==> config.mk <==
export PLATFORM = sky130hd
export DESIGN_NAME = iadder_b16_8a_recover
export DESIGN_NICKNAME = d
export VERILOG_FILES = /design/src/rtl/iadder_b16_8a_recover_pkg.sv /design/src/rtl/iadder_b16_8a_errcnt.sv /design/src/rtl/iadder_b16_8a_recover.sv
export SDC_FILE = /design/constraint.sdc
export NUM_CORES = 1
export LEC_CHECK = 0
export CAP_MARGIN = 40
export CELL_PAD_IN_SITES_DETAIL_PLACEMENT = 1
export CELL_PAD_IN_SITES_GLOBAL_PLACEMENT = 2
export CORE_MARGIN = 4
export CORE_UTILIZATION = 30
export CTS_BUF_LIST = sky130_fd_sc_hd__clkbuf_4 sky130_fd_sc_hd__clkbuf_8
export DETAILED_ROUTE_END_ITERATION = 12
export PLACE_DENSITY_LB_ADDON = 0.3
export SLEW_MARGIN = 20
export SYNTH_ARGS = -nofsm -noshare
export SYNTH_HDL_FRONTEND = slang
export SYNTH_SLANG_ARGS = --single-unit
==> constraint.sdc <==
create_clock -name clk -period 6.6 [get_ports clk]
set_input_delay 1.32 -clock clk [delete_from_list [all_inputs] [get_ports clk]]
set_output_delay 1.32 -clock clk [all_outputs]
set_load 0.02 [all_outputs]
==> src/rtl/iadder_b16_8a_recover_pkg.sv <==
// Shared types and constants for the split-carry adder recovery unit.
package iadder_b16_8a_recover_pkg;

    typedef enum logic [1:0] {
        IDLE = 2'd0,
        EVAL = 2'd1,
        FIX  = 2'd2,
        OUT  = 2'd3
    } state_t;

    localparam int unsigned LO_W   = 8;
    localparam int unsigned HI_OFS = 8;
    localparam logic [15:0] CORR   = 16'h0100;

endpackage

==> src/rtl/iadder_b16_8a_errcnt.sv <==
// Saturating error counter; a synchronous clear takes priority over an increment.
module iadder_b16_8a_errcnt
    import iadder_b16_8a_recover_pkg::*;
#(
    parameter int unsigned CNT_W = 16
) (
    input  logic             clk,
    input  logic             rst,
    input  logic             inc,
    input  logic             clr,
    output logic [CNT_W-1:0] cnt
);

    always_ff @(posedge clk or posedge rst) begin
        if (rst) begin
            cnt <= '0;
        end else if (clr) begin
            cnt <= '0;
        end else if (inc && (cnt != {CNT_W{1'b1}})) begin
            cnt <= cnt + CNT_W'(1);
        end
    end

endmodule

==> src/rtl/iadder_b16_8a_recover.sv <==
// Error-recovery stage for the 16-bit split-carry adder: checks the speculative
// carry into the high byte and applies a +/-256 fix-up when it was wrong.
module iadder_b16_8a_recover
    import iadder_b16_8a_recover_pkg::*;
#(
    parameter int unsigned CNT_W = 16
) (
    input  logic             clk,
    input  logic             rst,
    input  logic [15:0]      a,
    input  logic [15:0]      b,
    input  logic [15:0]      sum_apx,
    input  logic             in_valid,
    output logic             in_ready,
    output logic [15:0]      sum,
    output logic             err,
    output logic             err_dir,
    output logic             bad,
    output logic             out_valid,
    input  logic             out_ready,
    output logic [CNT_W-1:0] err_cnt,
    input  logic             clr_cnt
);

    state_t          state;
    logic [LO_W-1:0] a_lo;
    logic [LO_W-1:0] b_lo;
    logic [15:0]     apx;
    logic [LO_W:0]   lo_sum;
    logic            c8;
    logic            spec;
    logic            mis;

    // Only the low bytes matter: the high halves are already folded into sum_apx.
    logic unused;
    assign unused = ^{a[15:LO_W], b[15:LO_W]};

    assign lo_sum   = {1'b0, a_lo} + {1'b0, b_lo};
    assign c8       = lo_sum[LO_W];
    assign spec     = a_lo[0];
    assign mis      = (state == EVAL) && (c8 != spec);
    assign in_ready = (state == IDLE);

    always_ff @(posedge clk or posedge rst) begin
        if (rst) begin
            state     <= IDLE;
            a_lo      <= '0;
            b_lo      <= '0;
            apx       <= '0;
            sum       <= '0;
            err       <= 1'b0;
            err_dir   <= 1'b0;
            bad       <= 1'b0;
            out_valid <= 1'b0;
        end else begin
            case (state)
                IDLE: begin
                    if (in_valid) begin
                        a_lo  <= a[LO_W-1:0];
                        b_lo  <= b[LO_W-1:0];
                        apx   <= sum_apx;
                        state <= EVAL;
                    end
                end
                EVAL: begin
                    bad <= (apx[HI_OFS-1:0] != lo_sum[LO_W-1:0]);
                    if (c8 == spec) begin
                        sum       <= apx;
                        err       <= 1'b0;
                        out_valid <= 1'b1;
                        state     <= OUT;
                    end else begin
                        err     <= 1'b1;
                        err_dir <= c8;
                        state   <= FIX;
                    end
                end
                FIX: begin
                    // Low byte is left as given even when it was inconsistent.
                    sum       <= err_dir ? (apx + CORR) : (apx - CORR);
                    out_valid <= 1'b1;
                    state     <= OUT;
                end
                OUT: begin
                    if (out_ready) begin
                        out_valid <= 1'b0;
                        state     <= IDLE;
                    end
                end
                default: state <= IDLE;
            endcase
        end
    end

    iadder_b16_8a_errcnt #(
        .CNT_W (CNT_W)
    ) u_errcnt (
        .clk (clk),
        .rst (rst),
        .inc (mis),
        .clr (clr_cnt),
        .cnt (err_cnt)
    );

endmodule

==> run summary, run 1 <==
The clock period minus final worst setup slack came out at about 3.4 ns. The final global-route overflow total came out at 0. For the worst setup path, the data arrival time is about 3.6 ns.

The part of the Yosys area used for sequential elements came out at 0.450. For this configuration, the core starts out at a cell density of 0.307. For this design, the slowest cell found on the critical path is xor2_4. Measured along the x axis, the die boundary spans around 120 µm. The hold buffer count at CTS came out at 0. The number of slew-limit violations in the final report came out at 0. The count of max-cap constraint violations came out at 0. The category of the critical setup timing path is register to register. The last weighted congestion value of the routability-driven placer came out at around 0.78. After detailed routing, the total wire length is just over 9000 µm. For this run, the leading register cell type out of synthesis is dfrtp_1. The via density per instance came out at 4.88. Setup repair after global routing left no endpoint under its margin.

The power density normalized to cell area came out at approximately 530 nW/µm². Synthesis produced roughly 340 cells. The wire-length estimate of the detail-placed layout is 6920 µm. The signal on the critical path passes through ha_1 -> fa_1 -> a211oi_2 -> o21ai_1 -> a31oi_4 -> xor2_4 -> mux2i_4 -> buf_16 -> mux2_4. The number of I/O port buffers is 73. The run finished with clean final reports.

Setup total negative slack on the finished layout was measured at 0 ns. Buffers inserted during clock tree synthesis total 9. The number of setup violations in the final report is 0.

The post-synthesis net count came out at approximately 410. The gate family responsible for the most delay along the worst path is adder cells. The combined global-route utilization of all metal layers is 0.135. The proportion of synthesized area in mux cells came out at 0.186. The die covers ~15000 µm². The antenna cell count is 0.

The required time of the critical path is 6.84 ns. The number of global-route vias before repair came out at 3171. The most common cell in the synthesized netlist is dfrtp_1.

The average wire length per cell after detail routing is between 15 and 20 µm. After synthesis, the netlist uses 47 different library cells. The highest fanout seen on the critical path is 28. The path class of the tightest hold or removal check is register to register. Sorting the synthesized cells by how often they occur yields dfrtp_1, mux2_2, ha_1. The total area inside the core boundary comes to between 10000 and 15000 µm². The pin count of the biggest net entering global routing came out at between 40 and 50. The clock tree buffer depth came out at 2. The clock-pin slew of the registers on the worst-case setup and hold paths is around 0.08 ns. The leakage power of the design is 2.09 nW. The initial antenna violation count is 0. The final net count came out at between 400 and 500. The total I/O pin count is 90. The number of enable flip-flop cells after synthesis is 0. The detailed router placed 2883 vias in this run. The fraction of the mapped netlist area in simple logic gates came out at 0.117.

The final routed DRC violation total is 0. The area share of xor/xnor cells in the synthesized design came out at 0.0520. The design draws about 2.7 mW. The mapped cell area came out at around 3900 µm². STA classifies the critical path startpoint as a register. Static timing analysis puts the maximum clock frequency at between 200 and 300 MHz. The number of nets with antenna violations after routing is 0. After synthesis, the largest family of logic cells by area is multiplexers.

The later pin in the worst-skew pair is clocked with a latency of around 0.36 ns. The area growth from synthesis to layout is 30.0%. Dividing the final minimum period by the clock period gives 0.513. The worst slack on hold paths came out at approximately 0.48 ns. The H-tree was split into 3 levels. The transition time of the tightest slew-check pin came out at approximately 0.73 ns. The tightest slew margin relative to the limit is 0.510. The y dimension of the die came out at roughly 120 µm. The total of flip-flops plus latches after synthesis is 70. The number of standard-cell rows in the floorplan came out at 41.

On the final layout, the worst clock skew is 0.00960 ns. The total buffers and inverters traversed by the critical path came out at 1. In the post-synthesis netlist, the biggest area contributors are dfrtp_1, mux2_2, ha_1. The number of detailed-routing iterations run before antenna repair came out at 4. The largest single stage delay on the critical path is approximately 0.6 ns. The root buffer cell chosen for the clock tree is clkbuf_8. The detailed router's first-iteration violation count came out at approximately 130. The synthesized area divided by synthesized cell count came out at 11.6 µm². The wire length of the first global-routing pass is about 16000 µm. The total of warnings raised by yosys is 0. TritonCTS built the clock tree.

The share of flip-flops with an asynchronous set or reset came out at 1.00. The post-CTS setup buffer count is 0. Clock tree synthesis found a total of 70 sinks. The count of cells resized by post-cts repair is 0. The most area-hungry cell type in the Yosys netlist is dfrtp_1. The fraction of the mapped netlist area in compound gates is 0.0960.

Of the total synthesized cell area, the portion taken by full adders, half adders and majority gates is 0.0745. STA classifies the critical path endpoint as a register. The count of final hold-check violations came out at 0.

The fraction of final layout cells with drive strength greater than 1 is 0.200. The portion of synthesized cell area occupied by the leading cell type came out at 0.450. The worst-case IR drop observed on VDD is roughly 0.00017 V.
-- where the power goes --
part           switching, mW  total (mW)  internal (mW)
clock                  0.179       0.366          0.187
sequential             0.137       0.743          0.607
combinational          0.755        1.56          0.808
-- cell families (layout without fill, tap and decap cells) --
logic type	after synthesis	count (layout)
compound gates	54	54
buf+inv	23	106
fa+ha+maj	22	22
simple gates	86	86
xor+xnor	21	21
mux	60	60
flops	70	70
-- flip-flops by register name, indices dropped and copies added, names as in the netlist --
register      count
a_lo              8
apx              16
b_lo              8
bad               1
err               1
err_dir           1
out_valid         1
state             2
sum              16
u_errcnt.cnt     16
-- layout by cell type (no fill, tap or decap), types with 4 or more instances in the layout --
| cell type | instances |
|---|---|
| a21oi_1 | 14 |
| inv_1 | 11 |
| mux2_2 | 48 |
| xnor2_1 | 16 |
| nor3_1 | 9 |
| mux2_4 | 10 |
| o21ai_0 | 9 |
| nand3_1 | 8 |
| nand2_1 | 15 |
| nor2_1 | 13 |
| nor2b_1 | 8 |
| nand4_1 | 9 |
| o211ai_1 | 4 |
| xor2_1 | 4 |
| dfrtp_1 | 70 |
| ha_1 | 20 |
| o21a_1 | 5 |
| nor4_1 | 6 |
| and3_1 | 5 |
| or3_1 | 5 |
| clkbuf_8 | 10 |
| o21bai_1 | 5 |
| clkdlybuf4s50_1 | 73 |
-- area by class of cell --
class	count	area, µm²
fillers	1420	7610
multi-input cells	243	2040
flip-flops and latches	70	1750
repair buffers	78	801
well taps	172	215
clock buffers	10	138
clock inverters	6	70.1
inverters	12	45.0
-- per-stage QoR --
stage                     setup WS [ns]  std cells  utilization  cell area (µm²)
final                              3.22        591        0.400             5060
after global placement             3.17        573        0.380             4810
after CTS                          3.17        591        0.400             5060
after global routing               2.98        591        0.400             5060
after detailed placement           3.19        575        0.383             4860
after floorplan                    3.51        336            -             3900
-- final timing paths --
check	startpoint	end	slack, ns	cells past startpoint
worst min register to register	err$_DFFE_PP0N_	err$_DFFE_PP0N_	0.48	1
worst min-delay path	err$_DFFE_PP0N_	err$_DFFE_PP0N_	0.48	1
worst max register to register	a_lo[0]$_DFFE_PP0P_	sum[6]$_DFFE_PP0P_	3.22	9
max in group asynchronous	rst	b_lo[6]$_DFFE_PP0P_	4.68	4
min in group asynchronous	rst	sum[14]$_DFFE_PP0P_	1.36	3
worst max-delay path	a_lo[0]$_DFFE_PP0P_	sum[6]$_DFFE_PP0P_	3.22	9
-- worst register-to-register path: stages (launching register included) --
cell and delay, ns:
dfrtp_1 0.49, ha_1 0.28, fa_1 0.44, a211oi_2 0.24, o21ai_1 0.14, a31oi_4 0.25
xor2_4 0.61, mux2i_4 0.27, buf_16 0.24, mux2_4 0.31
-- layer usage --
layer	part of all wire	global-route usage
met5	0	0
met4	0.016	0.0483
met3	0.040	0.0348
met2	0.50	0.223
met1	0.44	0.172
No activity file was read; power rests on OpenSTA's default activity.
==> inputs of run 2 (changes only) <==
clock period = 3.55 ns   (was 6.6 ns; I/O delays follow)
==> run summary, run 2 (synthesis results as in run 1) <==
The flow ran to the end, and the final reports show no timing, DRC or antenna violations. The fraction of final layout cells with drive strength greater than 1 came to 0.202 (+0.00190). The detailed router's first-iteration violation count was 65 (-50%). The area of the core region came out at 12700 µm² (unchanged). The cell area after layout came out at 5050 µm² (-0.32%).

The logic gate share of total power is 0.582 (-0.003). The starting utilization of the core area came out at 0.307 (unchanged). The pin count of the biggest net entering global routing is 44 (+4.8%). The number of global-route vias before repair is 3118 (-1.7%). The final routed DRC violation total came to 0 (unchanged). Setup repair after global routing left no endpoint under its margin. In this run the worst hold path is classified as register to register. The wire length of the first global-routing pass is 15500 µm (-2.4%).

The worst reg-to-reg setup slack is 0.51 ns (-2.71 ns). The internal cell power came out at 2.94 mW (+84%). The leakage power of the design came out at 2.09 nW (+0.17%). The y dimension of the die is 122 µm (unchanged). The non-filler instance count after layout came out at 592 (+0.17%). The number of detailed-routing iterations run before antenna repair came out at 4 (unchanged). The post-CTS setup buffer count is 0 (unchanged). The slack of the critical path was 0.511 ns (-2.71 ns). The combined global-route utilization of all metal layers came out at 0.135 (-0.000591). In this run the most critical hold path is launched from err$_DFFE_PP0N_. The initial antenna violation count came to 0 (unchanged). The number of I/O port buffers came out at 73 (unchanged).

The share of power burned in registers came out at 0.279 (about the same). The antenna cell count came out at 0 (unchanged). The average wire length per cell after detail routing was 15.7 µm (-0.31%). On the critical path the largest part of the delay comes from adder cells.

TritonCTS built the clock tree. The number of setup violations in the final report is 0 (unchanged). The number of slew-limit violations in the final report came to 0 (unchanged). STA classifies the critical path endpoint as a register.

The share of the clock period used by the worst path after layout is 0.856 (+0.344). The highest fanout seen on the critical path came out at 27 (-3.6%). In this run the critical register-to-register path is launched from a_lo[0]$_DFFE_PP0P_.

The count of max-cap constraint violations is 0 (unchanged). The setup skew after layout came out at 0.00620 ns (-0.00341 ns). For hold timing, the worst endpoint is err$_DFFE_PP0N_. The library cell used most frequently in the layout, excluding fill and tap cells, is clkdlybuf4s50_1.

The number of standard-cell rows in the floorplan came out at 41 (unchanged). The total buffers and inverters traversed by the critical path is 1 (unchanged). The floorplan die area came out at 14900 µm² (unchanged). In the layout the commonest cells are clkdlybuf4s50_1, dfrtp_1, mux2_2.

In the final layout, the registers with the most flip-flops are apx x16, sum x16, u_errcnt.cnt x16. The clock-pin slew of the registers on the worst-case setup and hold paths was 0.08 ns (about the same). The critical path is of the register to register type.

Among all stages on the critical path, the largest delay is contributed by dfrtp_1. The arrival time at the worst endpoint came to 3.29 ns (-0.34 ns). The half-perimeter wire length of the detailed placement result is 6700 µm (-3.2%).

The tree is rooted in a clkbuf_8. The last weighted congestion value of the routability-driven placer is 0.759 (-3.1%). The pre-CTS setup slack is 0.445 ns (-2.74 ns). The hold buffer count at CTS is 0 (unchanged). The horizontal die dimension is 122 µm (unchanged).

The total I/O pin count came out at 90 (unchanged). The peak clock frequency supported by timing came out at 329 MHz (+11%). The largest vdd supply drop is 0.000323 V (+95%).

The count of placed standard cells including taps is 576 (+0.17%). The post-place instance area is 4840 µm² (-0.26%). The tightest slew margin relative to the limit is 0.567 (+0.0570). The count of cells resized by post-cts repair was 0 (unchanged).

The number of sinks on the clock net is 70 (unchanged). The net load switching power came out at 2.01 mW (+88%). Traced cell by cell, the critical path runs through ha_1 -> fa_1 -> a211oi_2 -> o21ai_1 -> a31oi_4 -> xor2_4 -> buf_4 -> nor4_1 -> mux2_2. The number of cells on the worst reg-to-reg path came out at 9 (unchanged).

The count of final hold-check violations came out at 0 (unchanged). The power density normalized to cell area came out at 980 nW/µm² (+86%). The delay of the slowest cell on the worst path came out at 0.48 ns (-0.13 ns).

The transition time of the tightest slew-check pin was 0.648 ns (-0.0853 ns). The number of clock buffers inserted by TritonCTS came out at 9 (unchanged). The H-tree depth reported by CTS came out at 3 (unchanged). The endpoint identified for the worst register-to-register timing path is u_errcnt.cnt[14]$_DFFE_PP0P_. The total via count in the routed design is 2884 (+0.035%). The via density per instance is 4.87 (-0.13%). The total length of routed wires was 9270 µm (-0.14%). The number of cells traversed by the worst hold path came to 1 (unchanged). The clock tree buffer depth came out at 2 (unchanged). The required time of the critical path is 3.80 ns (-3.04 ns). The number of nets with antenna violations after routing came out at 0 (unchanged).

The clock insertion delay at the later pin of the skew report is 0.36 ns (about the same). The summed negative setup slack over all endpoints is 0 ns (unchanged). The clock network fraction of total power came out at 0.139 (+0.002). The kind of launch point of the worst setup path is a register. The clock period minus final worst setup slack is 3.04 ns (-0.344 ns).

The final net count came to 490 (+0.20%). The net switching share of the total power came out at 0.406 (+0.00519). The area growth from synthesis to layout is 29.6%. The final global-route overflow total is 0 (unchanged).
==> run 2: per-layer routing <==
metal | GRT usage | routed length, µm | vias up
li1 | - | - | 1378
met1 | 0.169 | 4140 | 1446
met2 | 0.221 | 4590 | 49
met3 | 0.0302 | 366 | 11
met4 | 0.0616 | 181 | 0
met5 | 0 | 0 | -
==> run 2: worst register-to-register path, delay by kind of cell, from the launching register on <==
family / cells / cell delay, ns
AO/OA/AOI/OAI: 3 / 0.64
XOR/XNOR: 1 / 0.11
adder cells (fa/ha/maj): 2 / 0.71
buffers and inverters: 1 / 0.23
flip-flops: 1 / 0.48
multiplexers: 1 / 0.37
AND/OR/NAND/NOR: 1 / 0.37
==> run 2: per-stage QoR <==
step	hold slack (ns)	power [mW]	util
floorplan	0.484	3.57	-
global placement	0.482	4.24	0.382
detailed placement	0.483	4.31	0.382
CTS	0.501	5.04	0.398
global route	0.526	5.39	0.398
finish	0.492	4.95	0.398
==> run 2: layout make-up <==
cell class	count	area [µm²]
clock buffer	9	124
clock inverter	7	80.1
fill	1424	7620
inverter	12	45.0
multi-input combinational	243	2040
sequential	70	1750
tap	172	215
timing repair buffer	79	788
==> run 2: how the worst max path moves through the flow <==
stage / slack, ns / from / end / cells past startpoint
after floorplan: 0.84 / a_lo[0]$_DFFE_PP0P_ / sum[10]$_DFFE_PP0P_ / 9
after global placement: 0.52 / a_lo[0]$_DFFE_PP0P_ / u_errcnt.cnt[14]$_DFFE_PP0P_ / 9
after detailed placement: 0.44 / a_lo[0]$_DFFE_PP0P_ / u_errcnt.cnt[14]$_DFFE_PP0P_ / 9
final: 0.51 / a_lo[0]$_DFFE_PP0P_ / u_errcnt.cnt[14]$_DFFE_PP0P_ / 9
after CTS: 0.43 / a_lo[0]$_DFFE_PP0P_ / u_errcnt.cnt[14]$_DFFE_PP0P_ / 9
after global routing: 0.33 / a_lo[0]$_DFFE_PP0P_ / u_errcnt.cnt[14]$_DFFE_PP0P_ / 9
==> run 2: power by group through the flow <==
stage	Sequential (mW)	Combinational [mW]	Clock, mW
after floorplan	1.47	2.10	0
after CTS	1.39	2.93	0.719
after global routing	1.44	3.20	0.753
after detailed placement	1.41	2.90	0
after global placement	1.39	2.85	0
final	1.38	2.88	0.687
==> inputs of run 3 (changes only) <==
HOLD_SLACK_MARGIN = 0.1   (was default)
RECOVER_POWER = 50   (was default)
==> run summary, run 3 (synthesis results as in run 1) <==
The count of final hold-check violations is 0 (unchanged). The floorplan die area came out at 14900 µm² (unchanged). The H-tree depth reported by CTS came out at 3 (unchanged). The clock period minus final worst setup slack came out at 3.04 ns (-0.00154 ns).

The setup path with the least slack is of type register to register. The clock network fraction of total power is 0.139 (about the same). The number of cells on the worst reg-to-reg path is 9 (unchanged).

The slack of the critical path came out at 0.512 ns (+0.00154 ns). The kind of launch point of the worst setup path is a register. The hold buffer count at CTS is 0 (unchanged). The number of clock buffers inserted by TritonCTS came out at 9 (unchanged). The number of I/O port buffers came out at 73 (unchanged). The required time of the critical path is 3.80 ns (about the same).

The total length of routed wires is 9270 µm (about the same). The power density normalized to cell area is 984 nW/µm² (+0.38%). The worst hold path endpoint is err$_DFFE_PP0N_. The net load switching power was 2.01 mW (about the same). The last weighted congestion value of the routability-driven placer was 0.759 (unchanged). The number of global-route vias before repair is 3118 (unchanged). The total via count in the routed design is 2885 (+0.035%). The area growth from synthesis to layout is 29.1%.

The horizontal die dimension was 122 µm (unchanged). The highest fanout seen on the critical path is 27 (unchanged). Setup repair after global routing left no endpoint under its margin. The peak clock frequency supported by timing was 329 MHz (about the same). The final net count is 490 (unchanged). The half-perimeter wire length of the detailed placement result was 6700 µm (unchanged). The leakage power of the design came to 2.09 nW (-0.32%).

The total I/O pin count came out at 90 (unchanged). The internal cell power came out at 2.94 mW (about the same). The area of the core region came out at 12700 µm² (unchanged). The post-route total power came to 4.95 mW (about the same). The number of detailed-routing iterations run before antenna repair is 4 (unchanged). The starting utilization of the core area is 0.307 (unchanged). The final global-route overflow total came to 0 (unchanged).

TritonCTS built the clock tree. The worst reg-to-reg setup slack is 0.51 ns (about the same). The via density per instance came out at 4.87 (about the same).

The transition time of the tightest slew-check pin came out at 1.86 ns (+1.22 ns). The clock insertion delay at the later pin of the skew report came out at 0.36 ns (about the same). The setup skew after layout came to 0.00616 ns (-0.0000346 ns).

The tightest slew margin relative to the limit came out at -0.243 (-0.810). The pin count of the biggest net entering global routing came out at 44 (unchanged). The number of sinks on the clock net came out at 70 (unchanged). The y dimension of the die came out at 122 µm (unchanged). The logic gate share of total power came out at 0.582 (about the same). The arrival time at the worst endpoint came to 3.29 ns (about the same). In the layout the commonest cells are clkdlybuf4s50_1, dfrtp_1, mux2_2. The number of standard-cell rows in the floorplan was 41 (unchanged).

The number of setup violations in the final report came out at 0 (unchanged). The number of nets with antenna violations after routing came to 0 (unchanged). The run finished, with violations left. The root buffer cell is clkbuf_8.

The endpoint type of the worst setup path is a register. The fraction of final layout cells with drive strength greater than 1 came out at 0.198 (-0.00476). The count of max-cap constraint violations came to 1 (+1). The cell area after layout is 5030 µm² (-0.37%). The initial antenna violation count came out at 0 (unchanged). The pre-CTS setup slack came out at 0.445 ns (unchanged). The combined global-route utilization of all metal layers is 0.135 (unchanged). The share of the clock period used by the worst path after layout came to 0.856 (about the same). The final routed DRC violation total is 0 (unchanged). The most common cell after layout, fill and taps aside is clkdlybuf4s50_1. The clock-pin slew of the registers on the worst-case setup and hold paths came to 0.08 ns (about the same). The number of cells traversed by the worst hold path is 1 (unchanged).

The worst hold-check path type is register to register. The share of power burned in registers came out at 0.279 (about the same). The largest vdd supply drop is 0.000323 V (about the same). In the final layout, the registers with the most flip-flops are apx x16, sum x16, u_errcnt.cnt x16. The summed negative setup slack over all endpoints is 0 ns (unchanged). The worst reg2reg path endpoint is u_errcnt.cnt[14]$_DFFE_PP0P_. The post-CTS setup buffer count came to 0 (unchanged). The count of cells resized by post-cts repair came out at 0 (unchanged). The wire length of the first global-routing pass is 15500 µm (unchanged). The average wire length per cell after detail routing is 15.7 µm (about the same). The antenna cell count came out at 0 (unchanged).

In this run the critical register-to-register path is launched from a_lo[0]$_DFFE_PP0P_. The clock tree buffer depth was 2 (unchanged). In this run the most critical hold path is launched from err$_DFFE_PP0N_.

The post-place instance area came out at 4840 µm² (unchanged). The number of slew-limit violations in the final report is 33 (+33). The detailed router's first-iteration violation count is 61 (-6.2%). The final reports fail on capacitance limit, slew limit. The net switching share of the total power is 0.406 (about the same).
run 3: changes by cell type in the layout (fill, tap and decap cells not counted):
cell,delta
clkdlybuf4s50_1,-2
inv_2,-1
clkbuf_1,+1
clkbuf_2,+1
dlygate4sd3_1,+2
buf_12,-1
inv_1,+1
buf_4,-1
run 3: area by class of cell:
cell class	count	area, µm²
Fill cell	1425	7640
Inverter	12	45.0
Tap cell	172	215
Clock buffer	9	124
Timing Repair Buffer	79	769
Multi-Input combinational cell	243	2040
Sequential cell	70	1750
Clock inverter	7	80.1
run 3: how the worst max path moves through the flow:
stage | slack, ns | from | depth (start not counted) | endpoint
CTS | 0.43 | a_lo[0]$_DFFE_PP0P_ | 9 | u_errcnt.cnt[14]$_DFFE_PP0P_
finish | 0.51 | a_lo[0]$_DFFE_PP0P_ | 9 | u_errcnt.cnt[14]$_DFFE_PP0P_
detailed placement | 0.44 | a_lo[0]$_DFFE_PP0P_ | 9 | u_errcnt.cnt[14]$_DFFE_PP0P_
floorplan | 0.84 | a_lo[0]$_DFFE_PP0P_ | 9 | sum[10]$_DFFE_PP0P_
global placement | 0.52 | a_lo[0]$_DFFE_PP0P_ | 9 | u_errcnt.cnt[14]$_DFFE_PP0P_
global route | 0.33 | a_lo[0]$_DFFE_PP0P_ | 9 | u_errcnt.cnt[14]$_DFFE_PP0P_
run 3: through the flow:
stage | utilization | hold slack, ns | instances
final | 0.397 | 0.492 | 592
after global routing | 0.397 | 0.526 | 592
after CTS | 0.398 | 0.501 | 592
after detailed placement | 0.382 | 0.483 | 576
after global placement | 0.382 | 0.482 | 576
after floorplan | - | 0.484 | 336
run 3: critical path, stage by stage (launching register included):
cell and delay [ns]:
dfrtp_1 0.48, ha_1 0.27, fa_1 0.44, a211oi_2 0.25
o21ai_1 0.14, a31oi_4 0.25, xor2_4 0.11, buf_4 0.23
nor4_1 0.37, mux2_2 0.37
run 3: layer usage:
layer	share of wire	vias up	routed length (µm)	track usage
met5	0	-	0	0
met4	0.020	0	181	0.0616
met3	0.039	11	365	0.0302
met2	0.49	49	4580	0.221
met1	0.45	1447	4140	0.169
li1	-	1378	-	-
run 3: power by group through the flow:
stage | clock network (mW) | registers [mW] | logic (mW)
final | 0.686 | 1.38 | 2.88
after CTS | 0.719 | 1.39 | 2.93
after global placement | 0 | 1.39 | 2.85
after global routing | 0.753 | 1.44 | 3.20
after floorplan | 0 | 1.47 | 2.10
after detailed placement | 0 | 1.41 | 2.90
==> RTL edit: new RTL, config.mk and constraints of run 2 <==
Set the package constant `LO_W` to 7 (it was 8).
--- a/src/rtl/iadder_b16_8a_recover_pkg.sv
+++ b/src/rtl/iadder_b16_8a_recover_pkg.sv
@@ -8,7 +8,7 @@
         OUT  = 2'd3
     } state_t;
 
-    localparam int unsigned LO_W   = 8;
+    localparam int unsigned LO_W   = 7;
     localparam int unsigned HI_OFS = 8;
     localparam logic [15:0] CORR   = 16'h0100;
 
Behaviour: not the same (a bounded check fails within 4 cycles, from zero or initial values and one cycle with rst high).
==> RTL edit against run 2 <==
  * Synthesized cell count shrank 4.2%
  * Power shrank 9.6%
  * Wire length shrank 3.0%
  * Critical path depth shrank 1
  * Clock power shrank 14%
  * Worst setup slack gained 0.20 ns
  * Sequential cell count shrank 2
  * Synthesized area shrank 5.3%
  * Design area shrank 5.8%
  * First-iteration DRC count shrank 46%
  * Critical endpoint is now sum[9]
  * Largest power group unchanged
==> RTL edit: results (changes against run 2) <==
| Metric | Value |
|---|---|
| Peak VDD IR | `242 uV (-25%)` |
| Vias in the first global route | `2969 (-4.8%)` |
| Worst setup endpoint | `sum[9]` |
| Syn nets | `396 (-3.6%)` |
| Post-synthesis mux area share | `16.4% (-2.1 points)` |
| Tot GR Track Use | `13.5% (+0.067 points)` |
| Fin Clk Skew | `0.00661 ns (+0.000414 ns)` |
| Insertion delay to the later sink of the worst-skew pair | `0.34 ns (-0.02 ns)` |
| Synth Warn # | `0 (unchanged)` |
| Pre-CTS WS | `0.702 ns (+0.257 ns)` |
| PortBufs | `71 (-2.7%)` |
| CP max FO | `7 (-74%)` |
| CP max stage delay | `0.44 ns (-0.04 ns)` |
| Routability cong. | `0.769 (+1.3%)` |
| Routed via count | `2736 (-5.1%)` |
| Met3 routed WL | `420 um (+15%)` |
| First-pass GRT wire length | `15200 um (-2.2%)` |
| Top Metal Used | `met4` |
| Seq/Total Area, Yosys | `46.1% (+1.2 points)` |
| Metal1 wirelength | `4140 um (+0.14%)` |
| LEAKAGE | `1.99 nW (-4.7%)` |
| Share of layout cells above drive strength 1 | `17.7% (-2.6 points)` |
| ANT cells | `0 (unchanged)` |
| Slowest stage cell, crit path | `a21o_1` |
| Arrival @ worst endpoint | `3.07 ns (-0.22 ns)` |
| Worst Setup SP | `a_lo[1]` |
| Synth Area in Compound Gates | `11.3% (+1.7 points)` |
| Post-synth top flop | `dfrtp_1` |
| Nets | `471 (-3.9%)` |
| Hpwl dp | `6530 um (-2.6%)` |
| DR WL/cell | `16.4 um (+4.6%)` |
| Antenna violations before repair | `0 (unchanged)` |
| Synth Area in Adders | `7.53% (+0.080 points)` |
| Actual slew at the worst max-slew pin | `0.632 ns (-0.0159 ns)` |
| DRT Pass-1 Iters | `4 (unchanged)` |
| Post-CTS Setup Repair Bufs | `0 (unchanged)` |
| Worst-case reg-to-reg path depth | `8 (-1)` |
| Most frequent cells after synthesis | `68 x dfrtp_1, 34 x mux2_2, 28 x a21oi_1` |
| Max cap viols | `0 (unchanged)` |
| WL met2 | `4280 um (-6.7%)` |
| NetSw | `0.00175 W (-13%)` |
| DR iter-0 viols | `35 (-46%)` |
| Run status | `complete, no violations` |
| CP delay by family, top | `compound AO/OA/AOI/OAI gates` |
| Ys async rst share | `100% (unchanged)` |
| FF-to-FF End | `sum[9]` |
| Post-synth cell types | `47 (unchanged)` |
| H-tree levels | `3 (unchanged)` |
| Synth top area cells | `dfrtp_1 46%, mux2_2 10%, ha_1 6.4%, a21oi_1 3.8%, mux2_4 3.7%` |
| Filler cell count | `1328 (-6.7%)` |
| Post-synthesis xor/xnor area fraction | `4.75% (-0.45 points)` |
| CTS Root Cell | `clkbuf_8` |
| Largest regs | `apx: 16 flops, sum: 16 flops, u_errcnt.cnt: 16 flops` |
| Total CTS buffers | `9 (unchanged)` |
| Final worst setup slack | `0.711 ns (+0.200 ns)` |
| Largest net degree at the start of global routing | `45 (+2.3%)` |
| Area after DPL | `4580 um^2 (-5.5%)` |
| Worst R2R Start | `a_lo[1]` |
-- RTL edit: cell count changes in the layout (fill, tap and decap cells not counted), sizes merged, moves of 4 or more --
cell,change
clkbuf,+5
or4,+8
nor4,-5
mux2,-9
o31ai,+8
nand4,-4
nand2,-5
a21oi,+14
nor3,-7
o21a,-4
and3,-4
nor2b,-5
-- RTL edit: power by group through the flow --
stage | clock network (W) | registers (W) | logic [W]
3_3_place_gp | 0 | 0.00134 | 0.00252
3_5_place_dp | 0 | 0.00135 | 0.00258
6_report | 0.000589 | 0.00133 | 0.00255
5_1_grt | 0.000656 | 0.00138 | 0.00283
2_1_floorplan | 0 | 0.00142 | 0.00182
4_1_cts | 0.000623 | 0.00134 | 0.00259
-- RTL edit: cell families (layout without fill, tap and decap cells) --
family          after synthesis  in the layout
mux                          51             51
xor+xnor                     20             20
fa+ha+maj                    21             21
buf+inv                      29            109
simple gates                 68             68
compound gates               65             65
flops                        68             68
-- RTL edit: worst min path at each step --
stage | startpoint | to | slack (ns) | cells past startpoint
global placement | err | err | 0.47 | 1
finish | err | err | 0.48 | 1
detailed placement | err | err | 0.47 | 1
global route | sum[3] | sum[3] | 0.52 | 1
floorplan | b_lo[0] | b_lo[0] | 0.48 | 1
CTS | err | err | 0.49 | 1
-- RTL edit: routing by layer --
| layer | vias up | global-route usage (%) |
|---|---|---|
| met2 | 50 | 21.2 |
| li1 | 1310 | - |
| met5 | - | 0 |
| met4 | 0 | 4.78 |
| met1 | 1362 | 17.6 |
| met3 | 14 | 4.37 |
-- RTL edit: final cells by class --
cell class / count / area [um^2] / area share (%)
inverters: 15 / 56.3 / 1.18
multi-input cells: 225 / 1860 / 39.1
well taps: 147 / 184 / 3.87
clock inverters: 2 / 10.0 / 0.210
flip-flops and latches: 68 / 1700 / 35.8
clock buffers: 14 / 168 / 3.52
repair buffers: 78 / 776 / 16.3
-- RTL edit: through the flow --
| step | power (W) | std cells |
|---|---|---|
| 6_report | 0.00448 | 549 |
| 3_5_place_dp | 0.00393 | 533 |
| 4_1_cts | 0.00456 | 549 |
| 3_3_place_gp | 0.00386 | 533 |
| 5_1_grt | 0.00487 | 549 |
| 2_1_floorplan | 0.00324 | 322 |
-- RTL edit: worst register-to-register path, delay by kind of cell (launching register included) --
family                     cells  cell delay [ns]
muxes                          1             0.31
adders and majority gates      1             0.34
AOI/OAI and AO/OA              4             1.13
DFF                            1             0.41
buffers and inverters          1             0.26
xor gates and xnor gates       1             0.27
